**src/rtl/bcd_alu_seq_if.sv**
```systemverilog
// Start/done handshake plus operand and result bundle for the sequential BCD ALU.
// The master side sits in the operand registers, the slave side is the ALU.
interface bcd_alu_seq_if #(
    parameter int DIGIT_NUM = 8,
    parameter int DP_W      = 3
);
    logic                   start;
    logic [2:0]             op;
    logic                   a_sign;
    logic                   b_sign;
    logic [4*DIGIT_NUM-1:0] a;
    logic [4*DIGIT_NUM-1:0] b;
    logic [DP_W-1:0]        a_dp;
    logic [DP_W-1:0]        b_dp;
    logic                   busy;
    logic                   done;
    logic [4*DIGIT_NUM-1:0] result;
    logic                   result_sign;
    logic [DP_W-1:0]        result_dp;
    logic                   overflow;
    logic                   err;

    modport master (
        output start, op, a_sign, b_sign, a, b, a_dp, b_dp,
        input  busy, done, result, result_sign, result_dp, overflow, err
    );

    modport slave (
        input  start, op, a_sign, b_sign, a, b, a_dp, b_dp,
        output busy, done, result, result_sign, result_dp, overflow, err
    );
endinterface

```
**src/rtl/bcd_alu_seq.sv**
```systemverilog
// Multi-cycle signed BCD add/sub/mul/div with decimal-point alignment, normalisation
// and double-dabble output conversion, under a start/done handshake.
module bcd_alu_seq #(
    parameter int DIGIT_NUM   = 8,
    parameter int DP_W        = 3,
    parameter int FRAC_DIGITS = 4,
    parameter int IW          = 64
) (
    input logic          clk,
    input logic          rst_n,
    bcd_alu_seq_if.slave bus
);
    localparam int MW = 4 * DIGIT_NUM;
    localparam int XW = 8;
    localparam int CW = $clog2(IW + 1);

    localparam logic [2:0] S_IDLE  = 3'd0;
    localparam logic [2:0] S_LOAD  = 3'd1;
    localparam logic [2:0] S_SCALE = 3'd2;
    localparam logic [2:0] S_EXEC  = 3'd3;
    localparam logic [2:0] S_NORM  = 3'd4;
    localparam logic [2:0] S_CONV  = 3'd5;
    localparam logic [2:0] S_DONE  = 3'd6;

    localparam logic [2:0] OP_SUB = 3'd1;
    localparam logic [2:0] OP_MUL = 3'd2;
    localparam logic [2:0] OP_DIV = 3'd3;

    function automatic logic [IW-1:0] pow10(input int unsigned n);
        logic [IW-1:0] p;
        p = IW'(1);
        for (int unsigned i = 0; i < n; i++) p = p * IW'(10);
        return p;
    endfunction

    function automatic logic [IW-1:0] times10(input logic [IW-1:0] x);
        return (x << 3) + (x << 1);
    endfunction

    localparam logic [IW-1:0] LIMIT = pow10(DIGIT_NUM);

    logic [2:0]      state_q, state_d;
    logic [2:0]      op_q, op_d;
    logic            a_sign_q, a_sign_d, b_sign_q, b_sign_d;
    logic [MW-1:0]   a_bcd_q, a_bcd_d, b_bcd_q, b_bcd_d;
    logic [DP_W-1:0] a_dp_q, a_dp_d, b_dp_q, b_dp_d;
    logic [IW-1:0]   a_mag_q, a_mag_d, b_mag_q, b_mag_d, r_mag_q, r_mag_d;
    logic [MW-1:0]   rem_q, rem_d, bcd_q, bcd_d;
    logic [XW-1:0]   dp_q, dp_d;
    logic [CW-1:0]   cnt_q, cnt_d;
    logic            bad_q, bad_d, scale_a_q, scale_a_d, r_sign_q, r_sign_d;
    logic [MW-1:0]   result_q, result_d;
    logic            result_sign_q, result_sign_d;
    logic [DP_W-1:0] result_dp_q, result_dp_d;
    logic            overflow_q, overflow_d, err_q, err_d;

    logic [3:0]      dig_a, dig_b, dg;
    logic            cy, b_neg, settle, big, carry_ovf;
    logic [XW-1:0]   k;
    logic [IW:0]     sum;
    logic [MW:0]     rem_sh, diff;

    always_comb begin
        state_d       = state_q;
        op_d          = op_q;
        a_sign_d      = a_sign_q;
        b_sign_d      = b_sign_q;
        a_bcd_d       = a_bcd_q;
        b_bcd_d       = b_bcd_q;
        a_dp_d        = a_dp_q;
        b_dp_d        = b_dp_q;
        a_mag_d       = a_mag_q;
        b_mag_d       = b_mag_q;
        r_mag_d       = r_mag_q;
        rem_d         = rem_q;
        bcd_d         = bcd_q;
        dp_d          = dp_q;
        cnt_d         = cnt_q;
        bad_d         = bad_q;
        scale_a_d     = scale_a_q;
        r_sign_d      = r_sign_q;
        result_d      = result_q;
        result_sign_d = result_sign_q;
        result_dp_d   = result_dp_q;
        overflow_d    = overflow_q;
        err_d         = err_q;
        dig_a         = '0;
        dig_b         = '0;
        dg            = '0;
        cy            = 1'b0;
        b_neg         = 1'b0;
        settle        = 1'b0;
        big           = 1'b0;
        carry_ovf     = 1'b0;
        k             = '0;
        sum           = '0;
        rem_sh        = '0;
        diff          = '0;

        case (state_q)
            S_IDLE: begin
                if (bus.start) begin
                    state_d    = S_LOAD;
                    op_d       = bus.op;
                    a_sign_d   = bus.a_sign;
                    b_sign_d   = bus.b_sign;
                    a_bcd_d    = bus.a;
                    b_bcd_d    = bus.b;
                    a_dp_d     = bus.a_dp;
                    b_dp_d     = bus.b_dp;
                    a_mag_d    = '0;
                    b_mag_d    = '0;
                    bad_d      = 1'b0;
                    cnt_d      = '0;
                    overflow_d = 1'b0;
                    err_d      = 1'b0;
                end
            end

            S_LOAD: begin
                dig_a   = a_bcd_q[MW-1 -: 4];
                dig_b   = b_bcd_q[MW-1 -: 4];
                a_mag_d = times10(a_mag_q) + IW'(dig_a);
                b_mag_d = times10(b_mag_q) + IW'(dig_b);
                a_bcd_d = a_bcd_q << 4;
                b_bcd_d = b_bcd_q << 4;
                bad_d   = bad_q | (dig_a > 4'd9) | (dig_b > 4'd9);
                cnt_d   = cnt_q + 1'b1;
                if (cnt_q == CW'(DIGIT_NUM - 1)) begin
                    r_mag_d = '0;
                    rem_d   = '0;
                    if (bad_d || (op_q > OP_DIV) || (op_q == OP_DIV && b_mag_d == '0)) begin
                        state_d       = S_DONE;
                        err_d         = 1'b1;
                        result_d      = '0;
                        result_sign_d = 1'b0;
                        result_dp_d   = '0;
                    end else begin
                        r_sign_d = a_sign_q ^ b_sign_q;
                        case (op_q)
                            OP_MUL: begin
                                k    = '0;
                                dp_d = XW'(a_dp_q) + XW'(b_dp_q);
                            end
                            OP_DIV: begin
                                k         = XW'(b_dp_q) + XW'(FRAC_DIGITS);
                                dp_d      = XW'(a_dp_q) + XW'(FRAC_DIGITS);
                                scale_a_d = 1'b1;
                            end
                            default: begin
                                if (a_dp_q >= b_dp_q) begin
                                    k         = XW'(a_dp_q - b_dp_q);
                                    dp_d      = XW'(a_dp_q);
                                    scale_a_d = 1'b0;
                                end else begin
                                    k         = XW'(b_dp_q - a_dp_q);
                                    dp_d      = XW'(b_dp_q);
                                    scale_a_d = 1'b1;
                                end
                            end
                        endcase
                        if (k == '0) begin
                            state_d = S_EXEC;
                            cnt_d   = '0;
                        end else begin
                            state_d = S_SCALE;
                            cnt_d   = CW'(k);
                        end
                    end
                end
            end

            S_SCALE: begin
                if (scale_a_q) a_mag_d = times10(a_mag_q);
                else           b_mag_d = times10(b_mag_q);
                cnt_d = cnt_q - 1'b1;
                if (cnt_q == CW'(1)) state_d = S_EXEC;
            end

            S_EXEC: begin
                cnt_d = cnt_q + 1'b1;
                case (op_q)
                    OP_MUL: begin
                        if (b_mag_q[0]) r_mag_d = r_mag_q + a_mag_q;
                        a_mag_d = a_mag_q << 1;
                        b_mag_d = b_mag_q >> 1;
                        settle  = (cnt_q == CW'(MW - 1));
                    end
                    OP_DIV: begin
                        // divisor < 2^MW, so the borrow out of the MW+1 bit subtract is the compare
                        rem_sh  = {rem_q, a_mag_q[IW-1]};
                        diff    = rem_sh - {1'b0, b_mag_q[MW-1:0]};
                        rem_d   = diff[MW] ? rem_sh[MW-1:0] : diff[MW-1:0];
                        a_mag_d = {a_mag_q[IW-2:0], ~diff[MW]};
                        if (cnt_q == CW'(IW - 1)) begin
                            r_mag_d = a_mag_d;
                            settle  = 1'b1;
                        end
                    end
                    default: begin
                        b_neg = b_sign_q ^ (op_q == OP_SUB);
                        if (a_sign_q == b_neg) begin
                            sum       = {1'b0, a_mag_q} + {1'b0, b_mag_q};
                            r_mag_d   = sum[IW-1:0];
                            carry_ovf = sum[IW];
                            r_sign_d  = a_sign_q;
                        end else if (a_mag_q >= b_mag_q) begin
                            r_mag_d  = a_mag_q - b_mag_q;
                            r_sign_d = a_sign_q;
                        end else begin
                            r_mag_d  = b_mag_q - a_mag_q;
                            r_sign_d = b_neg;
                        end
                        settle = 1'b1;
                    end
                endcase
            end

            S_NORM: begin
                r_mag_d = r_mag_q / IW'(10);
                dp_d    = dp_q - 1'b1;
                settle  = 1'b1;
            end

            S_CONV: begin
                cy = r_mag_q[MW-1];
                for (int unsigned i = 0; i < DIGIT_NUM; i++) begin
                    dg = bcd_q[4*i +: 4];
                    if (dg >= 4'd5) dg = dg + 4'd3;
                    bcd_d[4*i +: 4] = {dg[2:0], cy};
                    cy = dg[3];
                end
                r_mag_d = r_mag_q << 1;
                cnt_d   = cnt_q + 1'b1;
                if (cnt_q == CW'(MW - 1)) begin
                    state_d       = S_DONE;
                    result_d      = bcd_d;
                    result_sign_d = r_sign_q;
                    result_dp_d   = dp_q[DP_W-1:0];
                end
            end

            S_DONE:  state_d = S_IDLE;
            default: state_d = S_IDLE;
        endcase

        // EXEC and NORM share one exit decision made on the freshly computed magnitude
        if (settle) begin
            r_sign_d = r_sign_d & (r_mag_d != '0);
            big      = (r_mag_d >= LIMIT);
            if ((dp_d > XW'(DIGIT_NUM - 1) || big) && dp_d != '0 && !carry_ovf) begin
                state_d = S_NORM;
            end else if (big || carry_ovf) begin
                state_d       = S_DONE;
                overflow_d    = 1'b1;
                result_d      = '0;
                result_sign_d = 1'b0;
                result_dp_d   = '0;
            end else begin
                state_d = S_CONV;
                cnt_d   = '0;
                bcd_d   = '0;
            end
        end
    end

    always_ff @(posedge clk or negedge rst_n) begin
        if (!rst_n) begin
            state_q       <= S_IDLE;
            op_q          <= '0;
            a_sign_q      <= 1'b0;
            b_sign_q      <= 1'b0;
            a_bcd_q       <= '0;
            b_bcd_q       <= '0;
            a_dp_q        <= '0;
            b_dp_q        <= '0;
            a_mag_q       <= '0;
            b_mag_q       <= '0;
            r_mag_q       <= '0;
            rem_q         <= '0;
            bcd_q         <= '0;
            dp_q          <= '0;
            cnt_q         <= '0;
            bad_q         <= 1'b0;
            scale_a_q     <= 1'b0;
            r_sign_q      <= 1'b0;
            result_q      <= '0;
            result_sign_q <= 1'b0;
            result_dp_q   <= '0;
            overflow_q    <= 1'b0;
            err_q         <= 1'b0;
        end else begin
            state_q       <= state_d;
            op_q          <= op_d;
            a_sign_q      <= a_sign_d;
            b_sign_q      <= b_sign_d;
            a_bcd_q       <= a_bcd_d;
            b_bcd_q       <= b_bcd_d;
            a_dp_q        <= a_dp_d;
            b_dp_q        <= b_dp_d;
            a_mag_q       <= a_mag_d;
            b_mag_q       <= b_mag_d;
            r_mag_q       <= r_mag_d;
            rem_q         <= rem_d;
            bcd_q         <= bcd_d;
            dp_q          <= dp_d;
            cnt_q         <= cnt_d;
            bad_q         <= bad_d;
            scale_a_q     <= scale_a_d;
            r_sign_q      <= r_sign_d;
            result_q      <= result_d;
            result_sign_q <= result_sign_d;
            result_dp_q   <= result_dp_d;
            overflow_q    <= overflow_d;
            err_q         <= err_d;
        end
    end

    assign bus.busy        = (state_q != S_IDLE) && (state_q != S_DONE);
    assign bus.done        = (state_q == S_DONE);
    assign bus.result      = result_q;
    assign bus.result_sign = result_sign_q;
    assign bus.result_dp   = result_dp_q;
    assign bus.overflow    = overflow_q;
    assign bus.err         = err_q;
endmodule

```
**src/flat_wrapper.sv**
```systemverilog
// flat-port wrapper written by rule: the top's interface ports become plain ports
module bcd_alu_seq_flat 
#(
    parameter int DIGIT_NUM   = 8,
    parameter int DP_W        = 3,
    parameter int FRAC_DIGITS = 4,
    parameter int IW          = 64
)
  (clk, rst_n, bus_start, bus_op, bus_a_sign, bus_b_sign, bus_a, bus_b, bus_a_dp, bus_b_dp, bus_busy, bus_done, bus_result, bus_result_sign, bus_result_dp, bus_overflow, bus_err);
  bcd_alu_seq_if #(.DIGIT_NUM(DIGIT_NUM), .DP_W(DP_W)) bus_i ();
  input logic clk;
  input logic rst_n;
  input wire logic [$bits(bus_i.start)-1:0] bus_start;
  input wire logic [$bits(bus_i.op)-1:0] bus_op;
  input wire logic [$bits(bus_i.a_sign)-1:0] bus_a_sign;
  input wire logic [$bits(bus_i.b_sign)-1:0] bus_b_sign;
  input wire logic [$bits(bus_i.a)-1:0] bus_a;
  input wire logic [$bits(bus_i.b)-1:0] bus_b;
  input wire logic [$bits(bus_i.a_dp)-1:0] bus_a_dp;
  input wire logic [$bits(bus_i.b_dp)-1:0] bus_b_dp;
  output wire logic [$bits(bus_i.busy)-1:0] bus_busy;
  output wire logic [$bits(bus_i.done)-1:0] bus_done;
  output wire logic [$bits(bus_i.result)-1:0] bus_result;
  output wire logic [$bits(bus_i.result_sign)-1:0] bus_result_sign;
  output wire logic [$bits(bus_i.result_dp)-1:0] bus_result_dp;
  output wire logic [$bits(bus_i.overflow)-1:0] bus_overflow;
  output wire logic [$bits(bus_i.err)-1:0] bus_err;
  assign bus_i.start = bus_start;
  assign bus_i.op = bus_op;
  assign bus_i.a_sign = bus_a_sign;
  assign bus_i.b_sign = bus_b_sign;
  assign bus_i.a = bus_a;
  assign bus_i.b = bus_b;
  assign bus_i.a_dp = bus_a_dp;
  assign bus_i.b_dp = bus_b_dp;
  assign bus_busy = bus_i.busy;
  assign bus_done = bus_i.done;
  assign bus_result = bus_i.result;
  assign bus_result_sign = bus_i.result_sign;
  assign bus_result_dp = bus_i.result_dp;
  assign bus_overflow = bus_i.overflow;
  assign bus_err = bus_i.err;
  bcd_alu_seq #(.DIGIT_NUM(DIGIT_NUM), .DP_W(DP_W), .FRAC_DIGITS(FRAC_DIGITS), .IW(IW)) u_core (.clk(clk), .rst_n(rst_n), .bus(bus_i));
endmodule
```
**config.mk**
```make
export PLATFORM = sky130hd
export DESIGN_NAME = bcd_alu_seq_flat
export DESIGN_NICKNAME = d
export VERILOG_FILES = /design/src/rtl/bcd_alu_seq_if.sv /design/src/rtl/bcd_alu_seq.sv /design/src/flat_wrapper.sv
export SDC_FILE = /design/constraint.sdc
export NUM_CORES = 2
export LEC_CHECK = 0
export CAP_MARGIN = 40
export CORE_ASPECT_RATIO = 1.1
export CORE_MARGIN = 4
export CORE_UTILIZATION = 48
export DETAILED_ROUTE_END_ITERATION = 12
export GPL_TIMING_DRIVEN = 1
export SLEW_MARGIN = 10
export SYNTH_ARGS = -nofsm -noshare
export SYNTH_HDL_FRONTEND = slang
export SYNTH_SLANG_ARGS = --single-unit
```
**constraint.sdc**
```tcl
create_clock -name clk -period 29 [get_ports clk]
set_clock_uncertainty 0.15 [all_clocks]
set_input_delay 2.9 -clock clk [delete_from_list [all_inputs] [get_ports clk]]
set_output_delay 2.9 -clock clk [all_outputs]
set_load 0.03 [all_outputs]
```
Yosys cells after proc, flatten, opt, wreduce, memory -nomap -nowiden
Cells that the tools add are included.
Storage, ports and cells
  bits in read-only memories: 0
  input bits: 78
  bits in latches: 0
  memories kept: 0
  bits in writable memories: 0
  output and inout bits: 40
  register bits: 390
Cells by class
  mux-type cells: 108
  reduce and logical (&&, ||, !) cells: 29
  div/mod/pow operators: 1
  magnitude comparators: 15
  shifts and indexed selects: 0
  add/sub/neg operators: 25
  multipliers: 0
  bitwise operators: 8
  eq/ne operators: 28
Operators by type and width (number)
  case mux 64 bit (4 select lines): 3
  2-to-1 mux 64 bit: 9
  2-to-1 mux 32 bit: 15
  case mux 32 bit (2 select lines): 4
  case mux 64 bit (2 select lines): 2
  adder 64 bit: 3
  adder 64 x 4 -> 64 bit: 2
  subtractor 64 bit: 2
  adder 64 x 64 -> 65 bit: 1
  divider 64 x 4 -> 64 bit (second input constant): 1
  >= comparator 64 x 27 -> 1 bit (second input constant): 1
  >= comparator 64 bit: 1
  logical NOT 64 bit: 1
  nonzero test 64 bit: 1
  2-to-1 mux 7 bit: 7
  2-to-1 mux 8 bit: 6
  case mux 8 bit (2 select lines): 3
  2-to-1 mux 3 bit: 15
  subtractor 33 x 32 -> 33 bit: 1
  >= comparator 4 x 3 -> 1 bit (second input constant): 8
  adder 4 x 2 -> 4 bit (second input constant): 7
  2-to-1 mux 4 bit: 7
  case mux 7 bit (4 select lines): 1
  2-to-1 mux 1 bit: 26
  other kinds (46): 87

Longest topological paths before layout
  word-level depth: 16
  mapped depth: 103
  mapped depth without buffers: 80

Worst setup path before layout
OpenSTA, ideal clock, no wires.
  path type: register to register
  start: register u_core.r_mag_q[63]
  end: register u_core.r_sign_q
  arrival: 21757 ps
  stages on the path, launching flop included: 88
  data required time: 28709 ps
  slack: 6952 ps
  cells stage by stage: dfrtp_1 > buf_2 > or4b_1 > a31o_1 > o211a_2 > buf_4 > a2111o_1 > a21oi_2 > nor4_1 > or4_4 > o21a_1 > nor2_2 > a32o_1 > nor3_1 > a221oi_2 > a31oi_1 > o2111a_1 > o211ai_2 > [52 not listed] > o32ai_2 > or4_4 > o2111ai_2 > o41a_1 > nor4_4 > nor2_1 > a31o_1 > a221o_1 > o21ai_4 > buf_6 > mux2i_1 > o41ai_2 > o21ai_1 > a2bb2oi_1 > mux2_2 > a32o_1 > a21oi_1 > a41oi_1
On the way
  longest elaborated chain between the ends: 7
  elaborated cells between the ends (all ways): 10
  those cells by class: 1 x add/sub; 1 x div; 6 x mux; 1 x bitwise; 1 x reduce/logical
RTL lines
  start, declared: RTL line bcd_alu_seq.sv:47  | logic [IW-1:0] a_mag_q, a_mag_d, b_mag_q, b_mag_d, r_mag_q, r_mag_d;
  start signal, assigned: RTL line bcd_alu_seq.sv:303  | r_mag_q <= r_mag_d;
  branches (longest 3 deep; another with divider 64 x 4 -> 64 bit)
  case mux 64 bit (4 select lines) *: RTL line bcd_alu_seq.sv:100  | case (state_q)
  nonzero test 64 bit *: RTL line bcd_alu_seq.sv:249  | r_sign_d = r_sign_d & (r_mag_d != '0);
  bitwise AND 1 bit *: RTL line bcd_alu_seq.sv:249
  2-to-1 mux 1 bit *: RTL line bcd_alu_seq.sv:248  | if (settle) begin
  named net u_core.r_sign_d: RTL line bcd_alu_seq.sv:51  | logic bad_q, bad_d, scale_a_q, scale_a_d, r_sign_q, r_sign_d;
  end signal, assigned: RTL line bcd_alu_seq.sv:310  | r_sign_q <= r_sign_d;
  end, declared: RTL line bcd_alu_seq.sv:51
Mark *: on every way through the listed nets, which the timed path passes.
A chain may end at the register's enable or synchronous reset.

Worst setup path after layout
  start: register u_core.r_mag_q[58]
  end: register u_core.r_sign_q
The elaborated chain is that of the path after synthesis.

==> flow_summary.rst <==
.. list-table::
   :header-rows: 1

   * - Metric
     - Value
   * - Number of CTS-inserted buffers
     - 52
   * - Share of the core filled with cells in the final layout
     - 0.515
   * - # port buffers
     - around 120
   * - Data arrival time of the critical path
     - roughly 27 ns
   * - Min Clock Period, post-route
     - about 27 ns
   * - Worst setup path class
     - flop to flop
   * - Setup Slack @ Placement
     - 1.17 ns
   * - Number of endpoints with negative hold slack in the final report
     - 0
   * - Routed metal-1 wire length
     - between 90,000 and 100,000 um
   * - Power share of the sequential group
     - 0.436
   * - Setup TNS after final layout
     - 0 ns
   * - Mapped cell area
     - 0.0571 mm^2
   * - Most numerous cell on the critical path
     - sky130_fd_sc_hd__and3_1
   * - Most common library cell in the layout ignoring fill and taps
     - sky130_fd_sc_hd__nand2_1
   * - CP delay by family, top
     - compound AO/OA/AOI/OAI gates
   * - Top library cells by usage in the layout, fill and taps aside
     - sky130_fd_sc_hd__nand2_1 (943), sky130_fd_sc_hd__a21oi_1 (916), sky130_fd_sc_hd__nor2_1 (561), sky130_fd_sc_hd__o21ai_0 (547), sky130_fd_sc_hd__inv_1 (455)
   * - Power per unit of standard cell area
     - 20.6 mW/mm^2
   * - Combinational power share
     - 0.019
   * - Routability cong.
     - approximately 1.0
   * - Worst slew margin relative to its limit
     - 0.329
   * - Die H
     - roughly 370 um
   * - Overall overflow remaining after global route
     - 0
   * - Setup slack after layout
     - around 2.1 ns
   * - Library cells used by synthesis
     - around 140
   * - Maximum number of pins on one net before global-route repair
     - 96
   * - Start point of the worst min-delay path
     - u_core.a_bcd_q[27]$_DFFE_PN0P_
   * - Critical Path Start Type
     - flop
   * - Final Non-Filler Cells
     - 9,239
   * - Slowest cell delay on critical path
     - slightly below 0.8 ns
   * - Worst hold path type
     - flop to flop
   * - Per-instance average area after synthesis
     - just over 7 um^2
   * - RSZ-0062 raised after global routing
     - no
   * - Critical Path RT
     - about 30 ns
   * - Net total in the final layout
     - around 8k
   * - I/O pin count
     - approximately 120
   * - Setup violation total in the final timing report
     - 0
   * - R2R Setup Slk
     - 2.10 ns
   * - Maximum fanout along the worst path
     - 20
   * - Maximum buffer depth of the clock tree
     - 3
   * - Std cell rows
     - approximately 130
   * - Clock-pin slew reported for the worst setup and hold paths after clock tree synthesis
     - 0.06 ns
   * - Total length of routed wires
     - between 200,000 and 250,000 um
   * - Synth Register Bits
     - between 300 and 400
   * - Total met2 wirelength after detailed routing
     - ~100,000 um
   * - Clock tree root driver cell
     - sky130_fd_sc_hd__clkbuf_16
   * - Number of antenna-violating nets in the routed design
     - 0
   * - Number of remaining DRC errors
     - 0
   * - Share of post-route cells with drive strength above 1
     - 0.0613
   * - Number of cells after detailed placement
     - 9,141
   * - Terminating pin of the worst hold path
     - u_core.a_bcd_q[27]$_DFFE_PN0P_
   * - Met3 Routed Length
     - 16,200 um
   * - Total routing resource utilization after global routing
     - 0.346
   * - Number of detailed-route iterations in the first pass
     - 6
   * - Initial antenna violation count
     - 6
   * - FF-to-FF path depth
     - 76
   * - Cts-stage hold buffer count
     - 0
   * - Final Cycle Share
     - 0.928
   * - First-pass GRT wire length
     - between 300,000 and 400,000 um
   * - Width of the die
     - around 340 um
   * - Worst hold slack
     - around 0.32 ns
   * - Area growth from synthesis to final layout
     - 6.44%
   * - RR Endpoint
     - u_core.r_sign_q$_DFF_PN0_
   * - Number of pins exceeding their max-slew limit in the final report
     - 0
   * - Starting DRT DRC Count
     - slightly above 6k
   * - Critical register-to-register path startpoint
     - u_core.r_mag_q[58]$_DFF_PN0_
   * - Static leakage
     - 24.9 nW
   * - Run status
     - finished, final reports clean
   * - Initial core utilization
     - 0.484
   * - Internal power of the cells
     - ~0.00095 W
   * - Top_reg_cell synth
     - sky130_fd_sc_hd__dfrtp_1
   * - Total number of clock tree sinks
     - about 400
   * - Number of flops mapped to enable cells by yosys
     - 0
   * - Fmax
     - 37.2 MHz
   * - Cells after synthesis
     - slightly below 8k
   * - MaxCap Viol Count
     - 0
   * - Uppermost routed layer
     - met4
   * - Net count after synthesis
     - around 8.4k
   * - Via count of the first global-routing pass
     - 57.2k
   * - DR vias/cell
     - 6.61
   * - Clk_lat worst skew
     - about 0.69 ns
   * - Clock network fraction of total power
     - 0.545
   * - Switching fraction of total power
     - 0.241
   * - Share of the yosys chip area belonging to registers
     - 0.171
   * - Net switching power figure
     - between 0.0003 and 0.0004 W
   * - Area of the die
     - roughly 0.12 mm^2
   * - Avg WL per Cell
     - 24.3 um
   * - Post-DP HPWL
     - 168,000 um
   * - Worst vdd rail ir drop
     - between 30 and 40 uV
   * - Area of the core
     - ~0.12 mm^2
   * - Critical Path End Type
     - flop
   * - Number of warnings reported in the yosys synthesis log
     - 0
   * - Async set-reset flop share out of synthesis
     - 1.00
   * - Worst slew pin tran
     - 0.996 ns
   * - Clock tree from TritonCTS
     - built
   * - Count of H-tree levels built during CTS
     - 2
   * - Hold Path Stages
     - 2
   * - Cell type of the slowest stage on the worst timing path
     - sky130_fd_sc_hd__or4b_1
   * - Total via count after detailed routing
     - a little over 60k
   * - CP Buf/Inv Count
     - 1
[worst min-delay path: cells and delay by family, from the launching register on]
| kind | cells | cell delay [ns] |
|---|---|---|
| flip-flops | 1 | 0.34 |
| AND/OR/NAND/NOR | 2 | 0.10 |
[final cells by class]
| type | instances | area, um^2 |
|---|---|---|
| fill | 11844 | 57200 |
| multi-input combinational | 6465 | 43000 |
| sequential | 390 | 9770 |
| timing repair buffer | 278 | 2530 |
| tap | 1541 | 1930 |
| inverter | 473 | 1780 |
| clock buffer | 75 | 1460 |
| clock inverter | 16 | 262 |
| antenna | 1 | 2.50 |
[registers in the layout, summed over array words and instances (netlist names), 8 cells and up]
| name | flops |
|---|---|
| u_core.r_mag_q | 64 |
| u_core.b_mag_q | 64 |
| u_core.dp_q | 8 |
| u_core.b_bcd_q | 32 |
| u_core.a_bcd_q | 32 |
| u_core.bus.result | 32 |
| u_core.bcd_q | 32 |
| u_core.rem_q | 32 |
| u_core.a_mag_q | 64 |
[worst max path at each step]
stage | start | end | slack [ns] | depth (start not counted)
after floorplan | u_core.r_mag_q[63]$_DFF_PN0_ | u_core.r_sign_q$_DFF_PN0_ | 6.95 | 87
after global placement | u_core.r_mag_q[61]$_DFF_PN0_ | u_core.r_sign_q$_DFF_PN0_ | 1.38 | 76
after detailed placement | u_core.r_mag_q[61]$_DFF_PN0_ | u_core.r_sign_q$_DFF_PN0_ | 1.17 | 77
after CTS | u_core.r_mag_q[61]$_DFF_PN0_ | u_core.r_sign_q$_DFF_PN0_ | 1.08 | 77
after global routing | u_core.r_mag_q[58]$_DFF_PN0_ | u_core.r_sign_q$_DFF_PN0_ | 0.09 | 76
final | u_core.r_mag_q[58]$_DFF_PN0_ | u_core.r_sign_q$_DFF_PN0_ | 2.10 | 76
[per-stage QoR]
step                      cell area, um^2  total power [W]
after global placement              58700         0.000578
final                               60700          0.00125
after floorplan                     57100         0.000555
after global routing                60700          0.00128
after CTS                           60600          0.00126
after detailed placement            58900         0.000579
[power groups by stage]
| stage | sequential [W] | combinational, W | clock (W) |
|---|---|---|---|
| after floorplan | 0.000554 | 0.000000276 | 0 |
| after global placement | 0.000554 | 0.0000238 | 0 |
| after detailed placement | 0.000554 | 0.0000244 | 0 |
| after CTS | 0.000544 | 0.0000244 | 0.000691 |
| after global routing | 0.000544 | 0.0000268 | 0.000712 |
| final | 0.000544 | 0.0000239 | 0.000680 |
[layer usage]
| metal | track usage | vias up |
|---|---|---|
| met3 | 0.0450 | 522 |
| li1 | - | 28519 |
| met5 | 0 | - |
| met1 | 0.450 | 29424 |
| met4 | 0.198 | 0 |
| met2 | 0.553 | 2623 |
[cell families after synthesis]
group           share of synthesized area
fa+ha+maj                           0.103
mux                                0.0306
compound gates                      0.363
simple gates                        0.184
buf+inv                            0.0798
flops                               0.171
xor+xnor                           0.0689
[synth_stat cells, types with 48 or more instances]
| cell type | number | area share |
|---|---|---|
| sky130_fd_sc_hd__clkbuf_1 | 341 | 0.022 |
| sky130_fd_sc_hd__o21ai_0 | 547 | 0.048 |
| sky130_fd_sc_hd__a21o_1 | 118 | 0.016 |
| sky130_fd_sc_hd__inv_1 | 457 | 0.030 |
| sky130_fd_sc_hd__buf_2 | 56 | 0.0049 |
| sky130_fd_sc_hd__o211ai_1 | 65 | 0.0086 |
| sky130_fd_sc_hd__o21a_1 | 49 | 0.0064 |
| sky130_fd_sc_hd__nand3_1 | 150 | 0.013 |
| sky130_fd_sc_hd__nor3_1 | 155 | 0.014 |
| sky130_fd_sc_hd__or3_1 | 48 | 0.0053 |
| sky130_fd_sc_hd__o21bai_1 | 278 | 0.037 |
| sky130_fd_sc_hd__o221ai_1 | 62 | 0.0095 |
| sky130_fd_sc_hd__xnor2_1 | 375 | 0.058 |
| sky130_fd_sc_hd__a221oi_1 | 68 | 0.010 |
| sky130_fd_sc_hd__buf_4 | 50 | 0.0066 |
| sky130_fd_sc_hd__a21oi_1 | 919 | 0.081 |
| sky130_fd_sc_hd__mux2i_1 | 140 | 0.025 |
| sky130_fd_sc_hd__a211oi_1 | 77 | 0.010 |
| sky130_fd_sc_hd__nand4_1 | 87 | 0.0095 |
| sky130_fd_sc_hd__a22oi_1 | 129 | 0.017 |
| sky130_fd_sc_hd__dfrtp_1 | 390 | 0.17 |
| sky130_fd_sc_hd__nand2_1 | 948 | 0.062 |
| sky130_fd_sc_hd__o22ai_1 | 90 | 0.0099 |
| sky130_fd_sc_hd__xor2_1 | 68 | 0.010 |
| sky130_fd_sc_hd__a31oi_1 | 87 | 0.0095 |
| sky130_fd_sc_hd__nor2_1 | 573 | 0.038 |
| sky130_fd_sc_hd__ha_1 | 442 | 0.097 |
| sky130_fd_sc_hd__a22o_1 | 63 | 0.0097 |
[what timing repair did]
action	in CTS	in global routing
buffers inserted	0	2
resized for setup	0	17
setup endpoints to repair	0	85
No activity file was read; power rests on OpenSTA's default activity.
